--- src/rtl/residual_relu_unit.sv ---
// residual_relu_unit
//   Adds one row of 4-bit unsigned residuals to a row of 16-bit signed
//   partial sums read from the output SRAM. It applies ReLU with saturation
//   to 32767 and writes the row back. A sequence walks rows 0..ROWS-1.
//
// Ports
//   clk        rising-edge clock
//   reset      asynchronous active-low reset
//   start      one-cycle pulse that begins a sequence; ignored unless idle
//   busy       high while a sequence is in progress
//   done       one-cycle pulse in the cycle after the last write-back
//   op_addr    output-SRAM row address
//   op_cen     output-SRAM chip enable, active-low
//   op_wen     output-SRAM write enable, active-low
//   op_q       output-SRAM read data, valid one cycle after a read
//   op_d       output-SRAM write data
//   res_data   residuals, lane j at [RES_BW*j +: RES_BW]
//   res_valid  res_data is valid
//   res_ready  the block consumes res_data this cycle
//   dbg_state  current FSM state, for observation only
//
// Residual handshake: a residual row is consumed on a rising edge where
// res_valid and res_ready are both high. res_ready is high only in ADD and
// does not depend on res_valid. While res_valid is low in ADD the block waits
// indefinitely, and data offered in any other state is left untouched.
module residual_relu_unit #(
    parameter int ROWS   = 16,
    parameter int LANES  = 8,
    parameter int RES_BW = 4
) (
    input  logic                      clk,
    input  logic                      reset,
    input  logic                      start,
    output logic                      busy,
    output logic                      done,
    output logic [3:0]                op_addr,
    output logic                      op_cen,
    output logic                      op_wen,
    input  logic [LANES*16-1:0]       op_q,
    output logic [LANES*16-1:0]       op_d,
    input  logic [LANES*RES_BW-1:0]   res_data,
    input  logic                      res_valid,
    output logic                      res_ready,
    output logic [2:0]                dbg_state
);

    typedef enum logic [2:0] {
        IDLE  = 3'd0,
        READ  = 3'd1,
        CAPT  = 3'd2,
        ADD   = 3'd3,
        WRITE = 3'd4,
        FIN   = 3'd5
    } state_t;

    localparam logic [3:0] LAST_ROW = 4'(ROWS - 1);

    state_t                state;
    state_t                state_nxt;
    logic [3:0]            row;
    logic [LANES*16-1:0]   psum;
    logic [LANES*16-1:0]   result;
    logic [LANES*16-1:0]   lane_res;
    logic [16:0]           lane_sum [LANES];

    // 17 bits hold any sign-extended psum plus a zero-extended residual
    // without overflow. Bit 16 set means a negative sum. Otherwise bit 15 set
    // means the sum exceeds 32767.
    always_comb begin
        lane_res = '0;
        for (int j = 0; j < LANES; j++) begin
            lane_sum[j] = {psum[16*j+15], psum[16*j +: 16]}
                        + {{(17-RES_BW){1'b0}}, res_data[RES_BW*j +: RES_BW]};
            if (lane_sum[j][16])
                lane_res[16*j +: 16] = 16'h0000;
            else if (lane_sum[j][15])
                lane_res[16*j +: 16] = 16'h7FFF;
            else
                lane_res[16*j +: 16] = lane_sum[j][15:0];
        end
    end

    always_comb begin
        state_nxt = state;
        unique case (state)
            IDLE:    if (start) state_nxt = READ;
            READ:    state_nxt = CAPT;
            CAPT:    state_nxt = ADD;
            ADD:     if (res_valid) state_nxt = WRITE;
            WRITE:   state_nxt = (row == LAST_ROW) ? FIN : READ;
            FIN:     state_nxt = IDLE;
            default: state_nxt = IDLE;
        endcase
    end

    always_ff @(posedge clk or negedge reset) begin
        if (!reset) begin
            state  <= IDLE;
            row    <= '0;
            psum   <= '0;
            result <= '0;
        end else begin
            state <= state_nxt;
            if (state == IDLE && start)
                row <= '0;
            // The last row keeps its index so the counter never wraps.
            else if (state == WRITE && row != LAST_ROW)
                row <= row + 4'd1;
            if (state == CAPT)
                psum <= op_q;
            if (state == ADD && res_valid)
                result <= lane_res;
        end
    end

    always_comb begin
        busy      = (state != IDLE);
        done      = (state == FIN);
        res_ready = (state == ADD);
        op_cen    = !(state == READ || state == WRITE);
        op_wen    = (state != WRITE);
        op_addr   = row;
        op_d      = result;
        dbg_state = state;
    end

endmodule

--- config.mk ---
export PLATFORM = sky130hd
export DESIGN_NAME = residual_relu_unit
export DESIGN_NICKNAME = d
export VERILOG_FILES = /design/src/rtl/residual_relu_unit.sv
export SDC_FILE = /design/constraint.sdc
export NUM_CORES = 1
export LEC_CHECK = 0
export ABC_AREA = 1
export CELL_PAD_IN_SITES_DETAIL_PLACEMENT = 0
export CELL_PAD_IN_SITES_GLOBAL_PLACEMENT = 1
export CORE_ASPECT_RATIO = 1.75
export CORE_UTILIZATION = 37
export CTS_CLUSTER_SIZE = 25
export DETAILED_ROUTE_END_ITERATION = 10
export PLACE_DENSITY = 0.87
export SETUP_SLACK_MARGIN = 0.02
export SLEW_MARGIN = 20
export SYNTH_ARGS = -nofsm -noshare
export SYNTH_HDL_FRONTEND = slang
export SYNTH_SLANG_ARGS = --single-unit
--- constraint.sdc ---
create_clock -name clk -period 2.63 [get_ports clk]
set_input_delay 0.526 -clock clk [delete_from_list [all_inputs] [get_ports clk]]
set_output_delay 0.526 -clock clk [all_outputs]
set_load 0.02 [all_outputs]
### Yosys cells after proc, flatten, opt, wreduce, memory -nomap -nowiden

Cells that the tools add are included.

| word-level totals | value |
|---|---|
| bits in latches | 0 |
| output and inout bits | 140 |
| register bits | 263 |
| word-level logic and storage cells | 54 |
| memories | 0 |
| bits in writable memories | 0 |
| input port bits | 164 |
| memory bits (read-only) | 0 |

| cells by class | value |
|---|---|
| div/mod/pow operators | 0 |
| $add $sub $neg | 9 |
| $mul | 0 |
| shifts and indexed selects | 0 |
| eq/ne operators | 10 |
| reduce and logical (&&, ||, !) cells | 9 |
| multiplexer cells | 22 |
| magnitude comparators | 0 |
| bitwise gates (word level) | 0 |

Operators with widths:

| operator | number |
|---|---|
| 15-bit two-way mux | 15 |
| 16-bit by 5-bit adder with 17-bit output | 8 |
| 16-bit two-way mux | 1 |
| 3-bit one-hot mux with 5 select lines | 1 |
| 3-bit two-way mux | 3 |
| 4-bit two-way mux | 2 |
| 3-bit by 2-bit == test with 1-bit output (second input constant) | 2 |
| 3-bit == test (second input constant) | 2 |
| 4-bit by 1-bit adder with 4-bit output (second input constant) | 1 |
| 4-bit == test (second input constant) | 1 |
| 2-bit inequality test (second input constant) | 2 |
| 4-bit inequality test (second input constant) | 1 |
| 3-bit by 1-bit == test with 1-bit output (second input constant) | 1 |
| 1-bit logical AND | 3 |
| 3-bit logical NOT | 1 |
| 3-bit inequality test (second input constant) | 1 |
| 3-bit nonzero test | 1 |
| 2-bit AND reduction | 1 |
| 2-bit nonzero test | 1 |
| 1-bit logical NOT | 1 |
| 1-bit logical OR | 1 |

### Depth between registers and ports, before layout

Gate-level depths: netlist (run 1).

| depth | value |
|---|---|
| word-level depth | 4 |
| depth in mapped cells | 12 |
| mapped depth without buffers | 12 |

### Least setup slack after synthesis (run 1)

Ideal clock, no wire load.

| path | value |
|---|---|
| kind | input -> register |
| start point | input port res_data[0] |
| end point | register result[10], in the netlist op_d[10] |
| arrival time | 1.933 ns |
| stages | 11 |
| setup time | 0.116 ns |
| path slack | 0.581 ns |
| data required time | 2.514 ns |
| buffers on the path | 1 |
| path through | ha_1 -> fa_1 -> nand3_1 -> nand2_2 -> nand2_1 -> nor2_1 -> nand2_1 -> a21oi_4 -> buf_4 -> nand2_1 -> nand2_1 |

| on the way | value |
|---|---|
| word-level cells in the longest chain between the ends | 3 |

RTL lines:

| item | RTL line | RTL |
|---|---|---|
| from (decl) | 41 | `input logic [LANES*RES_BW-1:0] res_data,` |
| 16-bit by 5-bit adder with 17-bit output (*) | 73 | `+ {{(17-RES_BW){1'b0}}, res_data[RES_BW*j +: RES_BW]};` |
| 15-bit two-way mux | 76 | `else if (lane_sum[j][15])` |
| 16-bit two-way mux (*) | 74 | `if (lane_sum[j][16])` |
| to (signal assigned) | 112 | `result <= lane_res;` |
| to (decl) | 62 | `logic [LANES*16-1:0] result;` |

Mark *: on every way between the ends. The rest lies on a longest branch, timed or not.
A chain may end at the register's enable or synchronous reset.

### Worst setup path after layout (run 1)

| path | value |
|---|---|
| start point | register state[0], in the netlist dbg_state[0] |
| end point | output port op_cen |

| on the way | value |
|---|---|
| word-level cells in the longest chain between the ends | 3 |
| elaborated cells on any way between the ends | 4 |
| those cells by class | eq/ne: 2; reduce/logical: 2 |

RTL lines:

| item | RTL line | RTL |
|---|---|---|
| from (decl) | 58 | `state_t state;` |
| from (signal assigned) | 103 | `state <= state_nxt;` |
| 3-bit by 1-bit == test with 1-bit output / 3-bit == test (equally long branches) | 120 | `op_cen = !(state == READ \|\| state == WRITE);` |
| 1-bit logical OR (*) | 120 |  |
| 1-bit logical NOT (*) | 120 |  |
| to (decl) | 37 | `output logic op_cen,` |

Marks and branches as above.

==> results by group, run 1 <==
Placed design
  – Count of input and output buffers: 295
  – Post-placement cell count: 2720
  – Gpl congestion: 0.9257
  – Post-DP HPWL: 32370 um
  – Area after DPL: 17920 um^2

GRT
  – Total grt overflow: 0
  – Vias in the first global route: 13630
  – First-pass GRT wire length: 67310 um
  – Gr usage total: 21.78%
  – Largest net degree at the start of global routing: 100
  – Number of antenna violations at the first check in global routing: 0

Critical path
  – Crit start category: register
  – Crit-path cells: nor2_2, nand2_1, inv_1, a21oi_1, clkdlybuf4s50_1
  – R2R Path End: op_d[85]$_DFFE_PN0P_
  – CP peak stage delay: 0.61 ns
  – Worst endpoint data arrival time: 2.00 ns
  – Crit. End Element: output port
  – Crit path kind: reg -> out
  – Worst reg-to-reg setup slack: 0.62 ns
  – Critical R2R Launch: psum[80]$_DFFE_PN0P_
  – Slowest cell on the critical path: clkdlybuf4s50_1
  – Max FO, Critical Path: 4
  – Reg2Reg Depth: 8
  – Crit path from: dbg_state[0]$_DFFE_PN0P_
  – Worst endpoint required time: 2.10 ns

Cells and area
  – Ant diodes: 0
  – Share of layout cells above drive strength 1: 5.242%
  – # fillers: 3800
  – Reg area: 6382 um^2
  – Area of the multi-input gates: 6838 um^2
  – Final instance area: 18870 um^2
  – Nets: 2474
  – Synthesis-to-layout area growth: 32.90%
  – Non-Filler Instances: 2769

Route
  – First-pass iteration count of the detailed router: 5
  – WL final: 42360 um
  – WL/cell: 15.30 um
  – DR vias: 13280
  – # DRC: 0
  – Antenna Violating Nets Remaining: 0
  – Iteration-0 DRC Markers: 523
  – Via/cell ratio: 4.796

Yosys
  – Synth cell types: 30
  – Yosys Warn Count: 0
  – Simple-Gate Fraction of Synth Area: 36.40%
  – #FFs+latches synth: 255
  – Top cells by count, synth: 1047 x nand2_1, 255 x dfrtp_1, 140 x inv_1
  – Post-synthesis sequential area ratio: 44.95%
  – Most common cell in the synthesized netlist: nand2_1
  – Post-Syn Area: 14200 um^2
  – FFs w/ async S/R, synth: 100.0%
  – Post-synth EDFFs: 0
  – Post-Synth Adder-Cell Area: 4.036%
  – Mapped Cells: 1954
  – Area share of the largest cell type after synthesis: 44.95%
  – Syn avg cell area: 7.266 um^2
  – Ranking of synthesized cells by area: dfrtp_1 45%, nand2_1 28%, inv_1 3.7%
  – Main combinational cell family by area after synthesis: simple AND/OR/NAND/NOR gates
  – Proportion of synthesized area in mux cells: 0%
  – Synth area leader: dfrtp_1
  – Primary FF master, synth: dfrtp_1
  – Post-Synth XOR/XNOR Area: 3.085%
  – Synth Area in Compound Gates: 4.336%

Run status
  – Run status: completed

Die
  – Die height: 261.1 um
  – Area of the die: 39190 um^2
  – Starting Density: 37.61%
  – Boundary Pins: 304
  – FP Rows: 94
  – Die W: 150.1 um
  – CORE AREA: 37750 um^2

Clocking
  – CTS Buffer Depth: 3
  – Clock sink count: 255
  – CTS Root Cell: clkbuf_16
  – Setup Buffers After CTS: 0
  – CTS H-tree depth: 1
  – Cts bufs inserted: 26
  – Reg clk slew, reported paths: 0.06 ns
  – Clk_lat worst skew: 0.55 ns
  – CTS tree: done

STA
  – Worst slew pin tran: 0.5068 ns
  – Final Hold Vio Count: 0
  – Minimum clock period: 2.530 ns
  – RSZ-0062 raised after global routing: yes
  – Final worst path period share: 96.19%
  – Final-report setup violation count: 0
  – Achievable clock frequency: 0.3953 GHz
  – Hold WS: 0.4752 ns
  – Final Max Tran Viols: 0
  – Worst Skew: 0.02605 ns
  – Worst slew margin: 66.22%

Worst hold path
  – Min-delay src: psum[16]$_DFFE_PN0P_
  – HP Class: reg -> reg
  – Hold depth: 2
  – Hold path endpoint: psum[16]$_DFFE_PN0P_

Power and ir drop
  – Max VDD drop: 0.0009155 V
  – Post-layout power: 22.48 mW
  – Pwr dens: 1191 nW/um^2
  – Static Leak: 9.458 nW

Run
  – Max Cap Viol: 0
==> layout make-up <==
type,count,area share (%)
multi-input combinational,1494,36.24
inverter,146,2.905
clock buffer,41,4.072
timing repair buffer,346,18.93
tap,480,3.183
clock inverter,7,0.8488
sequential,255,33.83
==> where the power goes <==
| part | switching, mW | internal, mW | leakage, nW |
|---|---|---|---|
| logic | 6.48 | 4.54 | 5.80 |
| registers | 1.65 | 5.73 | 3.20 |
| clock network | 1.59 | 2.49 | 0.452 |
| total | 9.72 | 12.8 | 9.46 |
==> logic make-up (layout without fill, tap and decap cells) <==
kind of cell / count (synthesis) / count (layout)
AOI/OAI and AO/OA: 103 / 103
xor gates and xnor gates: 50 / 50
adders and majority gates: 41 / 41
buffers and inverters: 212 / 540
DFF: 255 / 255
other: 1 / 8
and+or+nand+nor: 1292 / 1292
==> layout by cell type (no fill, tap or decap) <==
| master | instances |
|---|---|
| a21oi_1 | 13 |
| nand3b_1 | 6 |
| buf_4 | 32 |
| nand3_1 | 105 |
| nor2_1 | 72 |
| nor2b_1 | 4 |
| or2_2 | 1 |
| nand4_1 | 31 |
| nor3_4 | 3 |
| ha_1 | 33 |
| xor2_1 | 28 |
| inv_1 | 140 |
| nor3_1 | 13 |
| buf_12 | 18 |
| dfrtp_2 | 1 |
| dlymetal6s2s_1 | 1 |
| conb_1 | 8 |
| a21oi_4 | 8 |
| clkbuf_1 | 10 |
| nand2_4 | 1 |
| clkbuf_8 | 4 |
| a21oi_2 | 2 |
| nand2_1 | 1047 |
| nor3_2 | 1 |
| clkinv_2 | 2 |
| inv_2 | 6 |
| dfrtp_1 | 254 |
| clkbuf_16 | 27 |
| bufinv_16 | 5 |
| nor2_2 | 4 |
| nand2_2 | 4 |
| buf_8 | 1 |
| xnor2_1 | 22 |
| fa_1 | 8 |
| clkdlybuf4s50_1 | 293 |
| dlygate4sd3_1 | 1 |
| o21bai_1 | 1 |
| o21ai_0 | 79 |
==> repair_timing <==
item                                    CTS  global route
hold endpoints to repair                 52             0
endpoints found under the setup margin    1             2
resized for setup                         1             2
pin swaps                                 0             0
hold buffers                              1             0
==> metal layers <==
metal  share of wire (%)  global-route usage, %  vias to the layer above
met4                 3.6                  8.895                        0
met5                   0                      0                        -
li1                    -                      -                     6660
met1                  36                  22.16                     6214
met3                 5.0                  3.746                       82
met2                  56                  42.79                      325
==> critical path, delay by kind of cell (launching register included) <==
family,cells,cell delay [ns]
AOI/OAI and AO/OA,1,0.12
and+or+nand+nor,2,0.18
buffers and inverters,2,0.71
DFF,1,0.47
==> how the worst max path moves through the flow <==
stage,end,slack [ns],depth (start not counted)
floorplan,op_d[10]$_DFFE_PN0P_,0.58,11
finish,op_cen,0.10,5
global placement,op_d[94]$_DFFE_PN0P_,0.04,9
global route,op_cen,0.0003,5
detailed placement,op_d[85]$_DFFE_PN0P_,-0.01,9
CTS,op_cen,0.05,5
==> flip-flops by register name (all words and copies together) (netlist names) <==
signal,count
psum,128
op_addr,4
op_d,120
dbg_state,3
==> metrics by stage <==
stage | utilization [%] | setup slack (ns) | TNS, ns
2_1_floorplan | - | 0.5806 | 0
3_3_place_gp | 47.47 | 0.03622 | 0
3_5_place_dp | 47.47 | -0.01385 | -0.07149
4_1_cts | 49.96 | 0.05051 | 0
5_1_grt | 49.98 | 0.0002724 | 0
6_report | 49.98 | 0.1001 | 0
Power figures use the tool's default switching activity.
==> inputs of run 2 (changes only) <==
--- a/config.mk
+++ b/config.mk
@@ -14,7 +14,6 @@
 export DETAILED_ROUTE_END_ITERATION = 10
 export PLACE_DENSITY = 0.87
 export SETUP_SLACK_MARGIN = 0.02
-export SLEW_MARGIN = 20
 export SYNTH_ARGS = -nofsm -noshare
 export SYNTH_HDL_FRONTEND = slang
 export SYNTH_SLANG_ARGS = --single-unit
==> results of run 2 <==
Same layout as run 1: the final DEF is identical, and so are final timing and power.
